===== src/rtl/prbs_pkg.sv =====
// Shared definitions for the 8-bit PRBS generator/checker pair.
// Taps 7,5,4,2, shift left, feedback inserted at bit 0.
package prbs_pkg;

    localparam int LFSR_W = 8;
    localparam int TAP_A  = 7;
    localparam int TAP_B  = 5;
    localparam int TAP_C  = 4;
    localparam int TAP_D  = 2;

    typedef enum logic [1:0] {
        HUNT   = 2'd0,
        VERIFY = 2'd1,
        LOCKED = 2'd2
    } prbs_state_e;

    function automatic logic prbs_next_bit(input logic [LFSR_W-1:0] sr);
        return sr[TAP_A] ^ sr[TAP_B] ^ sr[TAP_C] ^ sr[TAP_D];
    endfunction

endpackage


===== src/rtl/prbs_err_window.sv =====
// Sliding error-density monitor used while the checker is locked: counts
// errors over fixed windows of valid bits and flags when the threshold is hit.
module prbs_err_window
    import prbs_pkg::*;
#(
    parameter int WINDOW     = 64,
    parameter int ERR_THRESH = 8
) (
    input  logic clk,
    input  logic rst,
    input  logic step,
    input  logic err,
    input  logic restart,
    output logic thresh_hit
);

    localparam int WIN_W = (WINDOW > 2) ? $clog2(WINDOW) : 1;
    localparam int ERR_W = $clog2(ERR_THRESH + 1);

    logic [WIN_W-1:0] win_q, win_d;
    logic [ERR_W-1:0] werr_q, werr_d;
    logic             wrap;

    always_comb begin
        win_d      = win_q;
        werr_d     = werr_q;
        thresh_hit = 1'b0;
        wrap       = (win_q == WIN_W'(WINDOW - 1));
        if (restart) begin
            win_d  = '0;
            werr_d = '0;
        end else if (step) begin
            // The wrapping bit opens the new window, so its error seeds it.
            win_d      = wrap ? '0 : win_q + 1'b1;
            werr_d     = wrap ? ERR_W'(err) : werr_q + ERR_W'(err);
            thresh_hit = (werr_d >= ERR_W'(ERR_THRESH));
        end
    end

    always_ff @(posedge clk or posedge rst) begin
        if (rst) begin
            win_q  <= '0;
            werr_q <= '0;
        end else begin
            win_q  <= win_d;
            werr_q <= werr_d;
        end
    end

endmodule


===== config.mk =====
export PLATFORM = sky130hd
export DESIGN_NAME = prbs_err_window
export DESIGN_NICKNAME = d
export VERILOG_FILES = /design/src/rtl/prbs_pkg.sv /design/src/rtl/prbs_err_window.sv
export SDC_FILE = /design/constraint.sdc
export NUM_CORES = 1
export LEC_CHECK = 0
export CAP_MARGIN = 0
export CORE_AREA = 2 2 39 41
export DETAILED_ROUTE_END_ITERATION = 16
export DIE_AREA = 0 0 41 43
export PLACE_DENSITY = 0.66
export SETUP_SLACK_MARGIN = 0.05
export SLEW_MARGIN = 20
export SYNTH_ARGS = -nofsm -noshare
export SYNTH_HDL_FRONTEND = slang
export SYNTH_SLANG_ARGS = --single-unit

===== constraint.sdc =====
create_clock -name clk -period 2.9 [get_ports clk]
set_clock_uncertainty 0.05 [all_clocks]
set_input_delay 0.58 -clock clk [delete_from_list [all_inputs] [get_ports clk]]
set_output_delay 0.58 -clock clk [all_outputs]
set_load 0.05 [all_outputs]

== Word level (Yosys, flattened, before mapping) ==
Index checks and enable logic that the tools add are counted.
W data, S select, Z words.
Storage, ports and cells
  register bits: 10
  input bits: 5
  output and inout bits: 1
  logic and storage cells: 15
Operators by class
  $add $sub $neg: 2
  magnitude comparators: 1
  eq/ne operators: 1
  muxes and demuxes: 8
  reduce and logical (&&, ||, !) cells: 1
Operators by type and width (count)
  $mux W6: 3
  $mux W4: 3
  $add A6 B1 Y6 const B: 1
  $eq A6 B6 Y1 const B: 1
  $add A4 B1 Y4: 1
  $ge A4 B4 Y1 const B: 1
  $mux W1: 2
  $reduce_bool A2 Y1: 1

== Longest topological paths before layout ==
Gate-level depths: netlist of run 1.
  depth in word-level cells: 5
  gate-level depth with buffers: 5
  mapped depth without buffers: 5

== Least setup slack after synthesis of run 1 ==
No wires, ideal clock.
  path type: input to output
  start point: in step
  end point: out thresh_hit
  arrival: 2.080 ns
  data required time: 2.270 ns
  slack: 0.190 ns
  stages on the path: 3
  path buffers: 1
  path through: clkbuf_1 -> o21ai_0 -> nor3_1
Between the ends
  word-level cells in the longest chain between the ends: 2
Ends and longest elaborated chain
  from (decl): RTL line prbs_err_window.sv:11  | input logic step,
  $mux W1: RTL line prbs_err_window.sv:32  | end else if (step) begin
  $mux W1: RTL line prbs_err_window.sv:29  | if (restart) begin
  to (decl): RTL line prbs_err_window.sv:14  | output logic thresh_hit
No other way between the ends.

== Final worst setup path of run 1 ==
  start point: in err
  end point: out thresh_hit
Between the ends
  word-level cells in the longest chain between the ends: 5
Ends and longest elaborated chain
  from (decl): RTL line prbs_err_window.sv:12  | input logic err,
  $add A4 B1 Y4: RTL line prbs_err_window.sv:35  | werr_d = wrap ? ERR_W'(err) : werr_q + ERR_W'(err);
  $mux W4 *: RTL line prbs_err_window.sv:35
  $ge A4 B4 Y1 *: RTL line prbs_err_window.sv:36  | thresh_hit = (werr_d >= ERR_W'(ERR_THRESH));
  $mux W1 *: RTL line prbs_err_window.sv:32
  $mux W1 *: RTL line prbs_err_window.sv:29
Every way passes the cells marked *; elsewhere a longest branch is shown, timed or not.

==> results of run 1 <==
## layer usage
| layer | vias to the layer above | track usage | routed length, um | part of all wire |
|---|---|---|---|---|
| li1 | 239 | - | - | - |
| met1 | 217 | 0.203 | 534 | 0.49 |
| met2 | 8 | 0.222 | 499 | 0.46 |
| met3 | 2 | 0.0785 | 39 | 0.036 |
| met4 | 0 | 0.0600 | 14 | 0.013 |
| met5 | - | 0 | 0 | 0 |
## power breakdown
group / internal [uW] / leakage, uW / switching, uW / total (uW)
logic: 15.2 / 0.000139 / 14.8 / 30.0
clock network: 47.6 / 0.0000138 / 40.9 / 88.4
registers: 144 / 0.000137 / 5.52 / 150
## area by class of cell
cell class / instances / area, sq um / share of cell area
multi-input cells: 47 / 315 / 0.457
well taps: 16 / 20.0 / 0.0290
inverters: 2 / 7.51 / 0.0109
flip-flops and latches: 10 / 250 / 0.362
repair buffers: 7 / 75.1 / 0.109
clock buffers: 3 / 22.5 / 0.0326
## logic make-up (layout without fill, tap and decap cells)
family / after synthesis / after routing / share of synthesized area
AOI/OAI and AO/OA: 15 / 15 / 0.159
xor gates and xnor gates: 4 / 4 / 0.0604
adders and majority gates: 3 / 3 / 0.0647
buffers and inverters: 4 / 12 / 0.0259
DFF: 10 / 10 / 0.431
muxes: 1 / 1 / 0.0172
and+or+nand+nor: 24 / 24 / 0.241
## worst reg2reg max path, cell delays in order (launching register included)
cell and delay [ps]:
dfrtp_1 420, ha_1 230, nand2_1 190, or3_1 360
a311oi_1 270
## registers in the layout, indices dropped and copies added (netlist names)
register	count
werr_q	4
win_q	6
## synth_stat cells (2+ instances only)
cell | number | area share
nand4_1 | 2 | 0.022
dfrtp_1 | 10 | 0.43
nand3_1 | 2 | 0.017
o211ai_1 | 4 | 0.052
xor2_1 | 3 | 0.045
a31oi_1 | 2 | 0.022
nor2_1 | 5 | 0.032
inv_1 | 2 | 0.013
or3_1 | 2 | 0.022
clkbuf_1 | 2 | 0.013
a21oi_1 | 4 | 0.034
nand2_1 | 3 | 0.019
o21ai_0 | 3 | 0.026
nand2b_1 | 3 | 0.032
ha_1 | 3 | 0.065
## stage by stage
stage,setup slack (ps),hold WS (ps),std cells
after floorplan,190,370,61
after global placement,317,504,82
after detailed placement,255,503,82
after CTS,247,515,85
after global routing,174,557,85
final,261,520,85
## final timing paths
check	slack, ps	cells after the start	end
worst max-delay path	260	6	thresh_hit
worst min-delay path	520	2	win_q[5]$_DFFE_PP0P_
worst max register to register	1280	4	werr_q[0]$_DFFE_PP0P_
worst min register to register	520	2	win_q[5]$_DFFE_PP0P_
max in group asynchronous	1990	2	werr_q[2]$_DFFE_PP0P_
min in group asynchronous	540	2	win_q[5]$_DFFE_PP0P_
==> results.toml, run 1 <==
[setup_path]
critPathArrivalTime_ps = 2010
cpMaxStageDelayCell = "clkdlybuf4s50_1"
critPathLaunchType = "primary input"
crit_family = "buffers and inverters"
crit_fanout = 3
cp_cell_sequence = "clkdlybuf4s50_1 > ha_1 > nand3_1 > xor2_1 > nor3_1 > buf_12"
critPathCaptureType = "primary output"
crit_buf_inv = 2
crit_path_start = "err"
r2r_start = "win_q[0]$_DFFE_PP0P_"
cp_data_required_time_ps = 2270
critical_path_class = "primary input to primary output"
crit_path_max_incr_delay_ps = 490

[cells_and_area]
drive_above_1_share = 0.116
fillers = 129
final_area_sq_um = 691
area_growth_pct = 19.0
fin_util = 0.499
final_cell_mix = "dfrtp_1, nor2_1, o211ai_1, a21oi_1, clkdlybuf4s50_1"
final_nets = 79
antenna_cells = 0
final_common_cell = "dfrtp_1"

[floorplan]
coreArea_sq_mm = 0.00138
die_h_um = 43
rows = 14
die_w_um = 41
start_util = 0.420
die_area_sq_mm = 0.00176
ios = 6

[yosys]
syn_area_per_cell_sq_um = 9.52
ys_seq_area_frac = 0.431
syn_area_sq_um = 581
synth-edff-count = 0
ys_types = 26
synth-seq-cells = 10
syn_inst = 61
async_reset_ff_frac = 1.00
synth_warnings = 0
synth_flop_cell = "dfrtp_1"
synth_fp_nets = 69

[global_route]
grt-ovfl-total = 0
grt_use_total = 0.158
grt_pass1_vias = 433
grt_max_degree = 16
antenna_found_initial = 0
grt_pass1_wl_mm = 1.84

[sta]
worst_pin_slew_ps = 370
period_needed_ps = 2640
max_slew_margin = 0.753
fin_crit_sh = 0.910
rsz0062_at_grt = "false"
setup_viol = 0
hold_viol_final = 0
max_freq_ghz = 0.379
setup_tns_ps = 0
slew_violations = 0

[detailed_routing]
routedWlPerCell_um = 12.8
drtAntennaViolNets = 0
first_pass_iters = 2
routed_wl_mm = 1.09
via_count = 466
avgViaCountPerCell = 5.48
drt_iter0_markers = 2
drc_errors = 0

[placed_design]
dp_hpwl_um = 806
place_area_sq_um = 668
gpl.final_weighted_congestion = 0.768
io_buffers = 5

[pwr]
finalPower_uw = 268
p_per_area_mw_per_mm2 = 388
p_leak_uw = 0.000290
ir_worst_vdd_uv = 244

[clock_network]
clockRootBuffer = "clkbuf_4"
hold_buffers = 0
tritoncts = "done"
ctsHtreeMaxLevel = 1
clock_latency_ps = 250
cts_buffers = 3
ctsResizeCount = 0
cts_sinks = 10
clk_pin_slew_ps = 60
post_cts_buffers = 0
clock_path_buffers = 2

[status]
status = "finished clean"

[hold_path]
hold_start = "win_q[5]$_DFFE_PP0P_"
holdCritPathClass = "flop to flop"

[run]
maxCapViolCount = 0
Power figures use the tool's default switching activity.
==> run 2, diff against run 1 <==
--- a/config.mk
+++ b/config.mk
@@ -7,9 +7,10 @@
 export LEC_CHECK = 0
 export CAP_MARGIN = 0
 export CORE_AREA = 2 2 39 41
+export CTS_CLUSTER_SIZE = 8
 export DETAILED_ROUTE_END_ITERATION = 16
 export DIE_AREA = 0 0 41 43
-export PLACE_DENSITY = 0.66
+export PLACE_DENSITY = 0.68
 export SETUP_SLACK_MARGIN = 0.05
 export SLEW_MARGIN = 20
 export SYNTH_ARGS = -nofsm -noshare
==> constraint.sdc (replaced) <==
create_clock -name clk -period 2.3 [get_ports clk]
set_clock_uncertainty 0.05 [all_clocks]
set_input_delay 0.46 -clock clk [delete_from_list [all_inputs] [get_ports clk]]
set_output_delay 0.46 -clock clk [all_outputs]
set_load 0.05 [all_outputs]
==> run 2 against run 1 <==
  * Via count is 7.7% higher
  * Cell area is 5.8% higher
  * Non-clock buffer count is 2 higher
  * Clock-buffer cell count is 1 higher
  * First-iteration DRC count grew to 5.0 times the previous value
  * Critical path type is now flop to primary output
==> results.toml, run 2 (synthesis results as in run 1) <==
[floorplan]
die_area_sq_mm = 0.00176
coreArea_sq_mm = 0.00138
ios = 6
rows = 14
start_util = 0.420
die_h_um = 43
die_w_um = 41

[cells_and_area]
largestRegisters = "win_q (6), werr_q (4)"
final_cell_mix = "dfrtp_1, nor2_1, o211ai_1, a21oi_1, buf_4"
final_common_cell = "dfrtp_1"
antenna_cells = 0
final_area_sq_um = 731
fin_util = 0.528
final_nets = 81
largest_reg_flops = 6
area_growth_pct = 25.9
drive_above_1_share = 0.194
largest_register = "win_q"

[global_route]
grt_use_total = 0.191
grt_max_degree = 16
grt_pass1_wl_mm = 2.28
antenna_found_initial = 0
grt-ovfl-total = 0
grt_pass1_vias = 534

[pwr]
p_leak_uw = 0.000306
finalPower_uw = 390
p_per_area_mw_per_mm2 = 533
ir_worst_vdd_uv = 289

[setup_path]
critical_path_class = "flop to primary output"
cp_data_required_time_ps = 1790
critPathArrivalTime_ps = 1560
r2r-end = "werr_q[0]$_DFFE_PP0P_"
r2r_slack_ps = 570
critPathCaptureType = "primary output"
r2r_cells = 5
r2r_start = "win_q[0]$_DFFE_PP0P_"
critPathLaunchType = "flop"
crit_fanout = 5

[detailed_routing]
routed_wl_mm = 1.26
drc_errors = 0
drt_iter0_markers = 10
met2_wirelength_um = 605
first_pass_iters = 4
top_layer = "met4"
avgViaCountPerCell = 5.70
wl_met1_um = 601
drtAntennaViolNets = 0
wl_met3_um = 32
via_count = 502
routedWlPerCell_um = 14.3

[sta]
max_slew_margin = 0.731
max_freq_ghz = 0.482
setup_viol = 0
slew_violations = 0
rsz0062_at_grt = "false"
whs_ps = 427
hold_viol_final = 0
worst_pin_slew_ps = 402
period_needed_ps = 2070
fin_crit_sh = 0.902

[placed_design]
io_buffers = 5
gpl.final_weighted_congestion = 0.665
dp_hpwl_um = 854
place_area_sq_um = 681

[clock_network]
clk_pin_slew_ps = 70
hold_buffers = 0
clock_latency_ps = 260
clockRootBuffer = "clkbuf_4"
cts_sinks = 10
cts_buffers = 3
tritoncts = "done"
clock_path_buffers = 2
ctsHtreeMaxLevel = 1

[run]
maxCapViolCount = 0

[status]
status = "finished clean"

[hold_path]
holdCritPathClass = "primary input to async pin"
run 2: cell type report:
class	instances	area, sq um
fill	129	653
multi-input combinational	47	328
sequential	10	250
timing repair buffer	9	88.8
clock buffer	4	36.3
tap	16	20.0
inverter	2	7.51
run 2: where the power goes:
part / internal, uW / total [uW] / switching (uW)
sequential: 182 / 190 / 7.88
clock: 96.1 / 159 / 62.5
combinational: 20.1 / 41.4 / 21.3
run 2: critical path: stages, from the launching register on:
cell and delay (ps):
dfrtp_1 430, ha_1 260, nand2_1 110, o21ai_0 90, nor3_2 230, buf_12 170
run 2: what timing repair did:
item	CTS	global route
resized for setup	3	0
endpoints found under the setup margin	1	0
buffers inserted	1	0
run 2: stage by stage:
stage / cells / TNS, ps / setup WS, ps
2_1_floorplan: 61 / 0 / 191
3_3_place_gp: 83 / 0 / 46.1
3_5_place_dp: 83 / -7.32 / -7.32
4_1_cts: 88 / 0 / 199
5_1_grt: 88 / 0 / 132
6_report: 88 / 0 / 225
run 2: layer usage:
metal,track usage,vias to the layer above
li1,-,248
met1,0.258,243
met2,0.278,7
met3,0.0524,4
met4,0.0800,0
met5,0,-
run 2: worst max path at each step:
| stage | startpoint | to | slack (ps) | cells after the start |
|---|---|---|---|---|
| 6_report | win_q[0]$_DFFE_PP0P_ | thresh_hit | 230 | 5 |
| 5_1_grt | win_q[0]$_DFFE_PP0P_ | thresh_hit | 130 | 5 |
| 4_1_cts | win_q[0]$_DFFE_PP0P_ | thresh_hit | 200 | 5 |
| 3_5_place_dp | err | thresh_hit | -7 | 6 |
| 3_3_place_gp | err | thresh_hit | 50 | 6 |
| 2_1_floorplan | win_q[0]$_DFFE_PP0P_ | thresh_hit | 190 | 4 |
==> run 3, diff against run 2 <==
--- a/config.mk
+++ b/config.mk
@@ -10,7 +10,7 @@
 export CTS_CLUSTER_SIZE = 8
 export DETAILED_ROUTE_END_ITERATION = 16
 export DIE_AREA = 0 0 41 43
-export PLACE_DENSITY = 0.68
+export PLACE_DENSITY = 0.66
 export SETUP_SLACK_MARGIN = 0.05
 export SLEW_MARGIN = 20
 export SYNTH_ARGS = -nofsm -noshare
==> run 3 against run 2 <==
  * Die area did not move
  * Maximum frequency rose by 0.47%
  * Clock-buffer cell count did not move
  * Critical path type unchanged
  * Highest routed layer unchanged
==> results.toml, run 3 (synthesis results as in run 1) <==
[detailed_routing]
avgViaCountPerCell = 5.68
first_pass_iters = 4
drtAntennaViolNets = 0
via_count = 500
routed_wl_mm = 1.19
routedWlPerCell_um = 13.5
drc_errors = 0
drt_iter0_markers = 8

[floorplan]
die_h_um = 43
die_area_sq_mm = 0.00176
start_util = 0.420
rows = 14
coreArea_sq_mm = 0.00138
die_w_um = 41
ios = 6

[status]
status = "finished clean"

[global_route]
grt_pass1_vias = 456
grt-ovfl-total = 0
grt_max_degree = 16
antenna_found_initial = 0
grt_use_total = 0.168
grt_pass1_wl_mm = 2.02

[sta]
fin_crit_sh = 0.898
setup_viol = 0
max_freq_ghz = 0.484
max_slew_margin = 0.734
rsz0062_at_grt = "false"
setup_tns_ps = 0
period_needed_ps = 2070
slew_violations = 0
worst_pin_slew_ps = 399
hold_viol_final = 0
whs_ps = 434

[setup_path]
crit_path_max_incr_delay_ps = 440
critPathLaunchType = "flop"
critical_path_class = "flop to primary output"
r2r_start = "win_q[0]$_DFFE_PP0P_"
r2r_slack_ps = 620
cp_cell_sequence = "ha_1 > nand2_1 > o21ai_0 > nor3_2 > buf_12"
crit_fanout = 5
r2r_cells = 5
critPathCaptureType = "primary output"
cpMaxStageDelayCell = "dfrtp_1"
cp_data_required_time_ps = 1790
r2r-end = "werr_q[0]$_DFFE_PP0P_"
critPathArrivalTime_ps = 1560

[clock_network]
cts_sinks = 10
clk_pin_slew_ps = 70
hold_buffers = 0
cts_buffers = 3
clockRootBuffer = "clkbuf_4"
clock_path_buffers = 2
clock_latency_ps = 260
tritoncts = "done"
ctsHtreeMaxLevel = 1

[cells_and_area]
final_nets = 81
antenna_cells = 0
largest_reg_flops = 6
largestRegisters = "win_q (6), werr_q (4)"
fin_cells = 88
area_growth_pct = 25.9
final_common_cell = "dfrtp_1"
largest_register = "win_q"
drive_above_1_share = 0.194
final_cell_mix = "dfrtp_1, nor2_1, o211ai_1, a21oi_1, buf_4"

[run]
maxCapViolCount = 0

[pwr]
p_leak_uw = 0.000306
ir_worst_vdd_uv = 239
p_per_area_mw_per_mm2 = 528

[placed_design]
gpl.final_weighted_congestion = 0.687
io_buffers = 5
placedCellCount = 83
dp_hpwl_um = 820

[hold_path]
holdCritPathClass = "primary input to async pin"
==> run 3: cell counts in the layout (fill, tap and decap cells not counted) <==
No cell type changed its count.
==> run 3: what timing repair did <==
| item | in CTS | in global routing |
|---|---|---|
| setup buffers | 1 | 0 |
| endpoints found under the setup margin | 1 | 0 |
| gates resized for setup | 3 | 0 |
==> run 3: layer usage <==
| layer | up-vias | global-route usage | part of all wire |
|---|---|---|---|
| met5 | - | 0 | 0 |
| met4 | 0 | 0.0400 | 0.0042 |
| met3 | 2 | 0.0314 | 0.039 |
| met2 | 10 | 0.244 | 0.44 |
| met1 | 243 | 0.253 | 0.51 |
| li1 | 245 | - | - |
==> run 3: worst max path at each step <==
stage                         startpoint         end  slack [ps]  depth (start not counted)
finish              win_q[0]$_DFFE_PP0P_  thresh_hit         230                          5
global route        win_q[0]$_DFFE_PP0P_  thresh_hit         160                          5
CTS                 win_q[0]$_DFFE_PP0P_  thresh_hit         220                          5
detailed placement                   err  thresh_hit          20                          6
global placement                     err  thresh_hit          50                          6
floorplan           win_q[0]$_DFFE_PP0P_  thresh_hit         190                          4
==> run 3: power breakdown <==
| part | internal [uW] | total (uW) | leakage, uW | switching [uW] |
|---|---|---|---|---|
| combinational | 19.9 | 40.4 | 0.000148 | 20.5 |
| clock | 95.9 | 156 | 0.0000210 | 60.3 |
| sequential | 182 | 189 | 0.000137 | 7.33 |
==> run 3: cell type report <==
class,instances,area [sq um]
Multi-Input combinational cell,47,328
Sequential cell,10,250
Timing Repair Buffer,9,88.8
Inverter,2,7.51
Tap cell,16,20.0
Fill cell,131,653
Clock buffer,4,36.3
==> run 3: stage by stage <==
| stage | total power, uW | instance area [sq um] | util | setup slack [ps] |
|---|---|---|---|---|
| 2_1_floorplan | 214 | 586 | - | 191 |
| 5_1_grt | 406 | 731 | 0.528 | 158 |
| 6_report | 386 | 731 | 0.528 | 235 |
| 3_5_place_dp | 232 | 681 | 0.492 | 17.7 |
| 3_3_place_gp | 231 | 681 | 0.492 | 48.6 |
| 4_1_cts | 391 | 731 | 0.528 | 224 |
==> run 3: worst max-delay path: cells and delay by family, from the launching register on <==
family                     cells  cell delay, ps
adders and majority gates      1             270
buffers and inverters          1             170
DFF                            1             440
and+or+nand+nor                2             330
AOI/OAI and AO/OA              1              90
